$ cat config.mk
export PLATFORM = sky130hd
export DESIGN_NAME = alu_issue_ctrl
export DESIGN_NICKNAME = d
export VERILOG_FILES = /design/src/rtl/alu_issue_ctrl.sv
export SDC_FILE = /design/constraint.sdc
export NUM_CORES = 1
export LEC_CHECK = 0
export CAP_MARGIN = 0
export CORE_MARGIN = 5
export CORE_UTILIZATION = 39
export DETAILED_ROUTE_END_ITERATION = 7
export HOLD_SLACK_MARGIN = 0.08
export PLACE_DENSITY_LB_ADDON = 0.08
export SLEW_MARGIN = 20
export SYNTH_ARGS = -nofsm -noshare
export SYNTH_HDL_FRONTEND = slang
export SYNTH_SLANG_ARGS = --single-unit
$ cat constraint.sdc
create_clock -name clk -period 1.9 [get_ports clk]
set_clock_uncertainty 0.15 [all_clocks]
set_input_delay 0.19 -clock clk [delete_from_list [all_inputs] [get_ports clk]]
set_output_delay 0.19 -clock clk [all_outputs]
set_load 0.02 [all_outputs]
$ cat src/rtl/alu_issue_ctrl.sv
// ============================================================================
// Module   : alu_issue_ctrl
// Brief    : Valid/ready issue stage in front of the 4-bit combinational ALU.
//            Registers operands onto the ALU, captures its result one cycle
//            later, derives zero/error flags and traps divide/mod by zero.
//            Optional error counter enabled by defining ALU_ERRCNT_EN.
// Revision : 1.0 - initial release
// ============================================================================
`default_nettype none

module alu_issue_ctrl #(
    parameter int WIDTH = 4
`ifdef ALU_ERRCNT_EN
    ,parameter int CNT_W = 8
`endif
) (
    input  logic             clk,
    input  logic             rst_n,
    input  logic             in_valid,
    output logic             in_ready,
    input  logic [WIDTH-1:0] in_a,
    input  logic [WIDTH-1:0] in_b,
    input  logic [2:0]       in_sel,
    output logic [WIDTH-1:0] alu_a,
    output logic [WIDTH-1:0] alu_b,
    output logic [2:0]       alu_sel,
    input  logic [WIDTH-1:0] alu_out,
    input  logic             alu_carry,
    output logic             out_valid,
    input  logic             out_ready,
    output logic [WIDTH-1:0] out_result,
    output logic             out_carry,
    output logic             out_zero,
    output logic             out_err
`ifdef ALU_ERRCNT_EN
    ,output logic [CNT_W-1:0] err_count
`endif
);

    localparam logic [1:0] S_IDLE = 2'd0;
    localparam logic [1:0] S_EXEC = 2'd1;
    localparam logic [1:0] S_DONE = 2'd2;

    localparam logic [2:0] OP_ADD = 3'b000;
    localparam logic [2:0] OP_SUB = 3'b001;
    localparam logic [2:0] OP_DIV = 3'b010;
    localparam logic [2:0] OP_MOD = 3'b011;

    logic [1:0]       state_q,  state_d;
    logic [WIDTH-1:0] alu_a_q,  alu_a_d;
    logic [WIDTH-1:0] alu_b_q,  alu_b_d;
    logic [2:0]       alu_sel_q, alu_sel_d;
    logic [WIDTH-1:0] result_q, result_d;
    logic             carry_q,  carry_d;
    logic             zero_q,   zero_d;
    logic             err_q,    err_d;

    logic             w_accept;
    logic             w_div_zero;
    logic             w_carry_op;

    assign w_accept   = (state_q == S_IDLE) && in_valid;
    assign w_div_zero = ((in_sel == OP_DIV) || (in_sel == OP_MOD)) && (in_b == '0);
    // The ALU carry output is only meaningful for add/sub; it is stale otherwise.
    assign w_carry_op = (alu_sel_q == OP_ADD) || (alu_sel_q == OP_SUB);

    always_comb begin
        state_d   = state_q;
        alu_a_d   = alu_a_q;
        alu_b_d   = alu_b_q;
        alu_sel_d = alu_sel_q;
        result_d  = result_q;
        carry_d   = carry_q;
        zero_d    = zero_q;
        err_d     = err_q;

        case (state_q)
            S_IDLE: begin
                if (in_valid) begin
                    alu_a_d   = in_a;
                    alu_b_d   = in_b;
                    alu_sel_d = in_sel;
                    if (w_div_zero) begin
                        state_d  = S_DONE;
                        result_d = '0;
                        carry_d  = 1'b0;
                        zero_d   = 1'b1;
                        err_d    = 1'b1;
                    end else begin
                        state_d  = S_EXEC;
                    end
                end
            end
            S_EXEC: begin
                result_d = alu_out;
                carry_d  = w_carry_op ? alu_carry : 1'b0;
                zero_d   = (alu_out == '0);
                err_d    = 1'b0;
                state_d  = S_DONE;
            end
            S_DONE: begin
                if (out_ready) begin
                    state_d = S_IDLE;
                end
            end
            default: begin
                state_d = S_IDLE;
            end
        endcase
    end

    always_ff @(posedge clk) begin
        if (!rst_n) begin
            state_q   <= S_IDLE;
            alu_a_q   <= '0;
            alu_b_q   <= '0;
            alu_sel_q <= '0;
            result_q  <= '0;
            carry_q   <= 1'b0;
            zero_q    <= 1'b0;
            err_q     <= 1'b0;
        end else begin
            state_q   <= state_d;
            alu_a_q   <= alu_a_d;
            alu_b_q   <= alu_b_d;
            alu_sel_q <= alu_sel_d;
            result_q  <= result_d;
            carry_q   <= carry_d;
            zero_q    <= zero_d;
            err_q     <= err_d;
        end
    end

`ifdef ALU_ERRCNT_EN
    logic [CNT_W-1:0] err_cnt_q, err_cnt_d;

    // Saturating count of trapped divide/modulus-by-zero acceptances.
    always_comb begin
        err_cnt_d = err_cnt_q;
        if (w_accept && w_div_zero && (err_cnt_q != {CNT_W{1'b1}})) begin
            err_cnt_d = err_cnt_q + {{(CNT_W-1){1'b0}}, 1'b1};
        end
    end

    always_ff @(posedge clk) begin
        if (!rst_n) begin
            err_cnt_q <= '0;
        end else begin
            err_cnt_q <= err_cnt_d;
        end
    end

    assign err_count = err_cnt_q;
`endif

    assign in_ready   = (state_q == S_IDLE);
    assign out_valid  = (state_q == S_DONE);
    assign alu_a      = alu_a_q;
    assign alu_b      = alu_b_q;
    assign alu_sel    = alu_sel_q;
    assign out_result = result_q;
    assign out_carry  = carry_q;
    assign out_zero   = zero_q;
    assign out_err    = err_q;

endmodule

`default_nettype wire

==> results of run 1 <==
-- metal layers --
layer / vias up / track usage [%] / share of wire (%)
met5: - / 0 / 0
met4: 0 / 4.068 / 0.37
met3: 2 / 3.944 / 7.4
met2: 21 / 20.10 / 49
met1: 326 / 13.53 / 43
li1: 360 / - / -
-- cell type report --
| class | instances | area share, % |
|---|---|---|
| timing repair buffer | 44 | 33.37 |
| sequential | 20 | 31.32 |
| multi-input combinational | 53 | 29.85 |
| clock buffer | 4 | 2.829 |
| tap | 27 | 2.634 |
-- critical path: stages (launching register included) --
cell	delay, ps
dfxtp_2	410
nor2b_1	140
clkdlybuf4s50_1	620
-- final timing paths --
| path | startpoint | endpoint | slack (ps) | cells past startpoint |
|---|---|---|---|---|
| max reg2reg | state_q[0] | alu_b[0] | 590 | 4 |
| min | out_result[2] | out_result[2] | 330 | 2 |
| min reg2reg | out_result[2] | out_result[2] | 330 | 2 |
| max | state_q[1] | out_valid | 100 | 2 |
-- logic make-up after synthesis --
family | share of synthesized area, %
AND/OR/NAND/NOR | 25.00
flip-flops | 48.78
multiplexers | 13.42
AO/OA/AOI/OAI | 8.231
buffers and inverters | 4.572
-- sequential cells by signal (all words and copies together) (netlist names) --
| register | cells |
|---|---|
| alu_a | 4 |
| alu_b | 4 |
| alu_sel | 3 |
| out_carry | 1 |
| out_err | 1 |
| out_result | 4 |
| out_zero | 1 |
| state_q | 2 |
-- metrics by stage --
stage / worst slack, ps / hold slack, ps / power [mW] / instances / cell area (sq um)
after floorplan: 577.2 / 170.4 / 0.5744 / 79 / 820.8
after global placement: 192.1 / 309.9 / 0.6852 / 144 / 1245
after detailed placement: 95.74 / 321.1 / 0.6885 / 144 / 1245
after CTS: 4.398 / 317.4 / 0.9340 / 148 / 1281
after global routing: 43.91 / 340.7 / 0.9662 / 148 / 1282
final: 102.7 / 329.1 / 0.9173 / 148 / 1282
-- cell usage after synthesis, drive strengths merged --
| cell type | number |
|---|---|
| and4b | 1 |
| o311a | 1 |
| nor4b | 1 |
| nor2 | 3 |
| buf | 3 |
| o41ai | 1 |
| clkbuf | 3 |
| mux2i | 11 |
| dfxtp | 20 |
| o31a | 1 |
| o211a | 1 |
| nand2b | 1 |
| nand4 | 1 |
| o21ai | 5 |
| nor3b | 2 |
| nand2 | 1 |
| a21oi | 1 |
| nor2b | 13 |
| nand3 | 9 |
-- power by group --
part           switching, mW  internal [mW]  total [mW]
Clock                  0.124          0.117       0.241
Sequential            0.0169          0.445       0.462
Combinational         0.0916          0.123       0.214
Total                  0.233          0.685       0.917
==> run_results.csv, run 1 <==
group,metric,value,unit
run_status,run_status,"finished, final reports clean",
sta,tightest_slew,341.8,ps
synth,yosysTopAreaCellShare,48.78,%
global_routing,grt_pass1_vias,637,
synth,synth-seq-cells,20,
synth,synth.avg_cell_area,10.39,sq um
pwr,power.leakage,0.4968,nW
detailed_routing,wl_per_cell,12.72,microns
setup_path,cp-end-kind,"output pin",
global_routing,grt_max_degree,26,
sta,min_period_over_period,94.60,%
detailed_routing,drtIter0Drc,5,
final_layout,utilization,64.71,%
hold_path,hold_class,"register to register",
synth,yosysWarnings,0,
clocking,cts_tree,"built",
floorplan,pin_count,40,
floorplan,die_area,3122,sq um
clocking,cts_made_buffers,3,
placement,gp_congestion,0.6937,
final_layout,nFillCells,166,
placement,dp_hpwl,1.479,mm
clocking,ctsResizeCount,0,
final_layout,nets,142,
run,drv_cap,0,
floorplan,fp.coreArea,1982,sq um
synth,synth-seq-area-share,48.78,%
final_layout,diodes,0,
synth,synth_cell_type_count,21,
sta,finalSetupTns,0,ps
global_routing,grt_usage,11.72,%
clocking,clock-sinks,20,
synth,synthTopCellsByArea,"dfxtp_1 (49%), mux2i_1 (13%), nor2b_1 (9.9%)",
clocking,postCtsHoldBufs,0,
floorplan,num_rows,16,
synth,synth_cells,79,
sta,rsz0062_at_grt,"false",
clocking,cts.path.max_buffers,2,
setup_path,crit_required,1560,ps
sta,max_freq,0.5564,GHz
sta,setup_viol,0,
global_routing,antenna_found_initial,0,
detailed_routing,dr_total_vias,709,
detailed_routing,drc_errors,0,
placement,port_buffers,39,
clocking,clk_latency,290,ps
sta,hold_viol_final,0,
final_layout,multiInputGateArea,382.9,sq um
final_layout,drive_above_1_share,9.917,%
detailed_routing,routed_via_density,4.791,
detailed_routing,antenna_left,0,
detailed_routing,dr.pass1.iters,4,
setup_path,cp_max_fo,7,
floorplan,start_util,41.41,%
clocking,cts_max_level,1,
final_layout,layout_common_cells,"clkdlybuf4s50_1 (39), dfxtp_1 (19), nor2b_1 (13)",
floorplan,die_w,55.88,microns
sta,timing.slew.headroom,76.92,%
pwr,vdd_drop_max,433.7,uV
clocking,clkSlewWorstSetupHoldPaths,110,ps
clocking,cts_setup_buffers,0,
final_layout,layout_commonest_cell,"clkdlybuf4s50_1",
setup_path,critPathKind,"register to output pin",
floorplan,fp.dieH,55.88,microns
synth,syn_area,820.8,sq um
pwr,powerDensity,715.3,nW/um^2
setup_path,cp.arrival,1460,ps
setup_path,start_kind,"register",
clocking,ctsRootBufferMaster,"clkbuf_4",
final_layout,regArea,401.6,sq um
global_routing,grt_overflow_total,0,
final_layout,area_delta_synth_final,56.25,%
sta,finalMaxSlewViolations,0,
detailed_routing,drt-total-wl,1.882,mm
synth,syn_nets,99,
synth,synth_largest_area_cell,"dfxtp_1",
sta,period_minus_slack,1797,ps
global_routing,grt_pass1_wl,2.973,mm
Power figures use the tool's default switching activity.
==> inputs of run 2 (changes only) <==
--- a/config.mk
+++ b/config.mk
@@ -7,7 +7,8 @@
 export LEC_CHECK = 0
 export CAP_MARGIN = 0
 export CORE_MARGIN = 5
-export CORE_UTILIZATION = 39
+export CORE_UTILIZATION = 41
+export CTS_BUF_LIST = sky130_fd_sc_hd__clkbuf_2
 export DETAILED_ROUTE_END_ITERATION = 7
 export HOLD_SLACK_MARGIN = 0.08
 export PLACE_DENSITY_LB_ADDON = 0.08
==> run 2 against run 1 <==
Compared with the run above: wire length decreased by 4.7%; first-iteration DRC count increased by 80%; hold slack got worse by 17 ps; core utilization increased by 0.43 points; critical endpoint is now in_ready; highest routed layer is now met3.
==> run_results.csv, run 2 (same netlist as run 1, synthesis figures left out) <==
group,metric,value,unit
run_status,run_status,"finished, final reports clean",
hold_path,hold_class,"primary input to register",
clocking,cts.path.max_buffers,2,
setup_path,cp.arrival,1420,ps
clocking,cts_max_level,1,
floorplan,die_area,2996,sq um
clocking,ctsRootBufferMaster,"clkbuf_2",
setup_path,cp_num_buf_inv,1,
sta,setup_viol,0,
global_routing,grt_pass1_vias,635,
final_layout,layout_commonest_cell,"clkdlybuf4s50_1",
setup_path,worst_path_max_delay_cell,"clkdlybuf4s50_1",
final_layout,nFillCells,177,
final_layout,utilization,65.14,%
detailed_routing,antenna_left,0,
global_routing,grt_usage,12.66,%
clocking,cts_made_buffers,3,
sta,holdWs,312.1,ps
hold_path,whs_path_depth,3,
global_routing,met2_usage,19.49,%
setup_path,critPathKind,"register to output pin",
pwr,powerDensity,665.5,nW/um^2
setup_path,crit_chain,"nor2_1, clkdlybuf4s50_1",
sta,max_freq,0.5696,GHz
sta,finalMaxSlewViolations,0,
floorplan,pin_count,40,
floorplan,fp.coreArea,1942,sq um
clocking,postCtsHoldBufs,0,
sta,finalSetupTns,0,ps
setup_path,cp-end-kind,"output pin",
setup_path,crit_required,1560,ps
setup_path,r2r_cells,4,
sta,worst_slack,144.5,ps
setup_path,max_stage_delay,610,ps
setup_path,cpLargestDelayFamily,"buffers and inverters",
detailed_routing,dr.pass1.iters,4,
clocking,clkSlewWorstSetupHoldPaths,180,ps
placement,dp_hpwl,1.351,mm
global_routing,use_met1,15.68,%
global_routing,grt_overflow_total,0,
final_layout,area_delta_synth_final,54.12,%
floorplan,num_rows,16,
setup_path,cp_max_fo,6,
global_routing,grt_pass1_wl,2.732,mm
final_layout,nets,140,
detailed_routing,drt-total-wl,1.793,mm
placement,port_buffers,39,
floorplan,die_w,54.74,microns
run,drv_cap,0,
clocking,cts_tree,"built",
final_layout,drive_above_1_share,7.563,%
global_routing,grt_max_degree,26,
clocking,cts_setup_buffers,0,
final_layout,diodes,0,
detailed_routing,dr_total_vias,700,
detailed_routing,drtIter0Drc,9,
sta,min_period_over_period,92.39,%
global_routing,antenna_found_initial,0,
setup_path,start_kind,"register",
clocking,clock-sinks,20,
final_layout,layout_common_cells,"clkdlybuf4s50_1 (38), dfxtp_1 (19), nor2b_1 (13)",
sta,hold_viol_final,0,
setup_path,crit_cells,2,
detailed_routing,drc_errors,0,
detailed_routing,routed_via_density,4.795,
placement,dp_slack,155.0,ps
pwr,power.leakage,0.5011,nW
sta,period_minus_slack,1755,ps
clocking,clk_latency,290,ps
global_routing,use_met3,4.905,%
detailed_routing,wl_per_cell,12.28,microns
sta,tightest_slew,356.2,ps
placement,gp_congestion,0.7460,
floorplan,fp.dieH,54.74,microns
floorplan,start_util,42.27,%
sta,timing.slew.headroom,75.94,%
sta,rsz0062_at_grt,"false",
pwr,vdd_drop_max,431.4,uV
global_routing,grt_busiest_layer,"met2",
run 2: path summary, 6_finish.rpt:
check	startpoint	endpoint	slack (ps)
setup / recovery	state_q[0]	in_ready	140
hold / removal	alu_carry	out_carry	310
setup reg to reg	state_q[0]	out_result[3]	510
hold reg to reg	out_result[0]	out_result[0]	330
run 2: metal layers:
metal | part of all wire [%] | vias to the layer above
met5 | 0 | -
met2 | 45 | 24
met4 | 0 | 0
met3 | 8.8 | 0
met1 | 46 | 315
li1 | - | 361
run 2: through the flow:
step	cell area (sq um)	std cells	power [mW]
after floorplan	820.8	79	0.5744
after global placement	1242	142	0.6850
after detailed placement	1242	142	0.6873
after CTS	1262	146	0.8611
after global routing	1265	146	0.8957
final	1265	146	0.8418
run 2: final cells by class:
class | instances | area (sq um) | area share (%)
Multi-Input combinational cell | 53 | 382.9 | 30.27
Clock buffer | 3 | 15.01 | 1.187
Tap cell | 27 | 33.78 | 2.671
Clock inverter | 1 | 3.754 | 0.2967
Sequential cell | 20 | 401.6 | 31.75
Timing Repair Buffer | 42 | 427.9 | 33.83
run 2: tightest hold or removal path, delay by kind of cell:
family | cells | cell delay, ps
simple gates | 1 | 70
buf+inv | 1 | 410
compound gates | 1 | 70
run 2: repair_timing:
item,in CTS,in global routing
gates resized for setup,1,1
cloned,0,0
endpoints found under the setup margin,1,1
run 2: power breakdown:
group,total (mW),internal [mW],switching (mW)
Clock,0.165,0.0458,0.119
Combinational,0.214,0.123,0.0909
Sequential,0.463,0.446,0.0173
==> inputs of run 3 (changes only) <==
--- a/config.mk
+++ b/config.mk
@@ -7,7 +7,7 @@
 export LEC_CHECK = 0
 export CAP_MARGIN = 0
 export CORE_MARGIN = 5
-export CORE_UTILIZATION = 41
+export CORE_UTILIZATION = 37
 export CTS_BUF_LIST = sky130_fd_sc_hd__clkbuf_2
 export DETAILED_ROUTE_END_ITERATION = 7
 export HOLD_SLACK_MARGIN = 0.08
==> constraint.sdc (replaced) <==
create_clock -name clk -period 1.56 [get_ports clk]
set_clock_uncertainty 0.15 [all_clocks]
set_input_delay 0.156 -clock clk [delete_from_list [all_inputs] [get_ports clk]]
set_output_delay 0.156 -clock clk [all_outputs]
set_load 0.02 [all_outputs]
==> run 3 against run 2 <==
Compared with the run above: worst setup slack worse by 65 ps; sequential power is 21% higher; count of clock-buffer cells in the layout stayed put; clock power is 25% higher; final area is 0.79% lower; combinational power is 14% higher; wire length is 4.9% higher; final cell count is 2.1% higher; die area is 8.8% higher; via count is 0.43% higher; power is 20% higher; critical endpoint is now out_valid; largest cell class unchanged; highest routed layer is now met4.
==> run_results.csv, run 3 (same netlist as run 1, synthesis figures left out) <==
group,metric,value,unit
setup_path,cp_max_fo,4,
sta,hold_viol_final,0,
clocking,clkSlewWorstSetupHoldPaths,170,ps
hold_path,hold_class,"primary input to register",
clocking,ctsRootBufferMaster,"clkbuf_2",
detailed_routing,routed_via_density,4.718,
floorplan,fp.coreArea,2170,sq um
global_routing,grt_usage,12.39,%
pwr,power.leakage,0.5696,nW
run,drv_cap,0,
setup_path,cp-end-kind,"output pin",
clocking,cts_made_buffers,3,
floorplan,die_w,57.10,microns
detailed_routing,drtIter0Drc,8,
setup_path,critPathKind,"register to output pin",
detailed_routing,drc_errors,0,
clocking,ctsResizeCount,20,
floorplan,fp.dieH,57.10,microns
clocking,cts_tree,"built",
placement,gp_congestion,0.7119,
pwr,powerDensity,807.2,nW/um^2
sta,tightest_slew,279.3,ps
global_routing,grt_pass1_wl,3.160,mm
global_routing,grt_pass1_vias,706,
setup_path,cp.arrival,1170,ps
global_routing,antenna_found_initial,0,
clocking,cts_max_level,1,
detailed_routing,dr.pass1.iters,4,
placement,place_area,1259,sq um
detailed_routing,wl_per_cell,12.62,microns
floorplan,pin_count,40,
final_layout,area_delta_synth_final,52.90,%
clocking,cts.path.max_buffers,2,
detailed_routing,drt-total-wl,1.881,mm
sta,timing.slew.headroom,81.37,%
final_layout,diodes,0,
hold_path,whs_path_depth,3,
final_layout,stdcell_area,1255,sq um
detailed_routing,dr_total_vias,703,
clocking,postCtsHoldBufs,0,
clocking,clk_latency,300,ps
placement,port_buffers,39,
final_layout,layout_common_cells,"dfxtp_1 (19), clkdlybuf4s50_1 (19), dlygate4sd2_1 (19)",
final_layout,utilization,57.84,%
sta,rsz0062_at_grt,"false",
floorplan,num_rows,17,
pwr,vdd_drop_max,531.1,uV
setup_path,crit_required,1250,ps
final_layout,nFillCells,218,
global_routing,grt_max_degree,26,
final_layout,drive_above_1_share,9.091,%
sta,min_period_over_period,94.87,%
run_status,run_status,"finished, final reports clean",
placement,dp_hpwl,1.439,mm
sta,max_freq,0.6757,GHz
clocking,clock-sinks,20,
detailed_routing,antenna_left,0,
sta,setup_viol,0,
setup_path,r2r_cells,3,
setup_path,start_kind,"register",
sta,period_minus_slack,1480,ps
clocking,cts_setup_buffers,0,
global_routing,grt_overflow_total,0,
floorplan,start_util,37.83,%
floorplan,die_area,3260,sq um
pwr,p_total,1.013,mW
final_layout,nets,142,
sta,finalMaxSlewViolations,0,
==> run 3: cell count changes in the layout (fill, tap and decap cells not counted) <==
cell             previous run  this run
clkdlybuf4s50_1            38        19
dlygate4sd2_1               0        19
clkdlybuf4s15_1             0         1
dlymetal6s2s_1              1         0
buf_4                       2         4
==> run 3: report_power, final <==
part | internal (mW) | switching, mW | leakage, nW | total [mW]
Sequential | 0.543 | 0.0174 | 0.164 | 0.561
Combinational | 0.130 | 0.115 | 0.391 | 0.245
Clock | 0.0558 | 0.152 | 0.0140 | 0.207
==> run 3: area by class of cell <==
cell class	instances	area (sq um)	share of cell area, %
Multi-Input combinational cell	53	382.9	30.51
Clock buffer	3	15.01	1.196
Timing Repair Buffer	44	416.7	33.20
Clock inverter	1	3.754	0.2991
Tap cell	28	35.03	2.792
Sequential cell	20	401.6	32.00
==> run 3: path summary, 6_finish.rpt <==
| kind | slack, ps | from | to |
|---|---|---|---|
| setup / recovery | 80 | state_q[1] | out_valid |
| hold / removal | 280 | alu_out[3] | out_result[3] |
| setup reg to reg | 140 | state_q[1] | out_zero |
| hold reg to reg | 330 | out_result[2] | out_result[2] |
==> run 3: worst max-delay path, cell delays in order (launching register included) <==
cell	delay [ps]
dfxtp_1	400
nor2b_1	160
clkdlybuf4s15_1	320
==> run 3: routing by layer <==
layer | vias to the layer above | share of wire, % | track usage [%]
li1 | 361 | - | -
met1 | 315 | 44 | 15.41
met2 | 25 | 47 | 19.25
met3 | 2 | 8.8 | 4.072
met4 | 0 | 0.64 | 5.960
met5 | - | 0 | 0
==> run 3: per-stage QoR <==
stage               setup TNS, ps  setup WS (ps)  cells  hold WS, ps
global route                    0          8.183    149        269.9
CTS                             0          25.53    149        257.9
finish                          0          79.96    149        282.5
global placement           -918.2         -124.2    145        309.5
floorplan                       0          237.2     79        136.4
detailed placement          -1383         -200.0    145        314.7
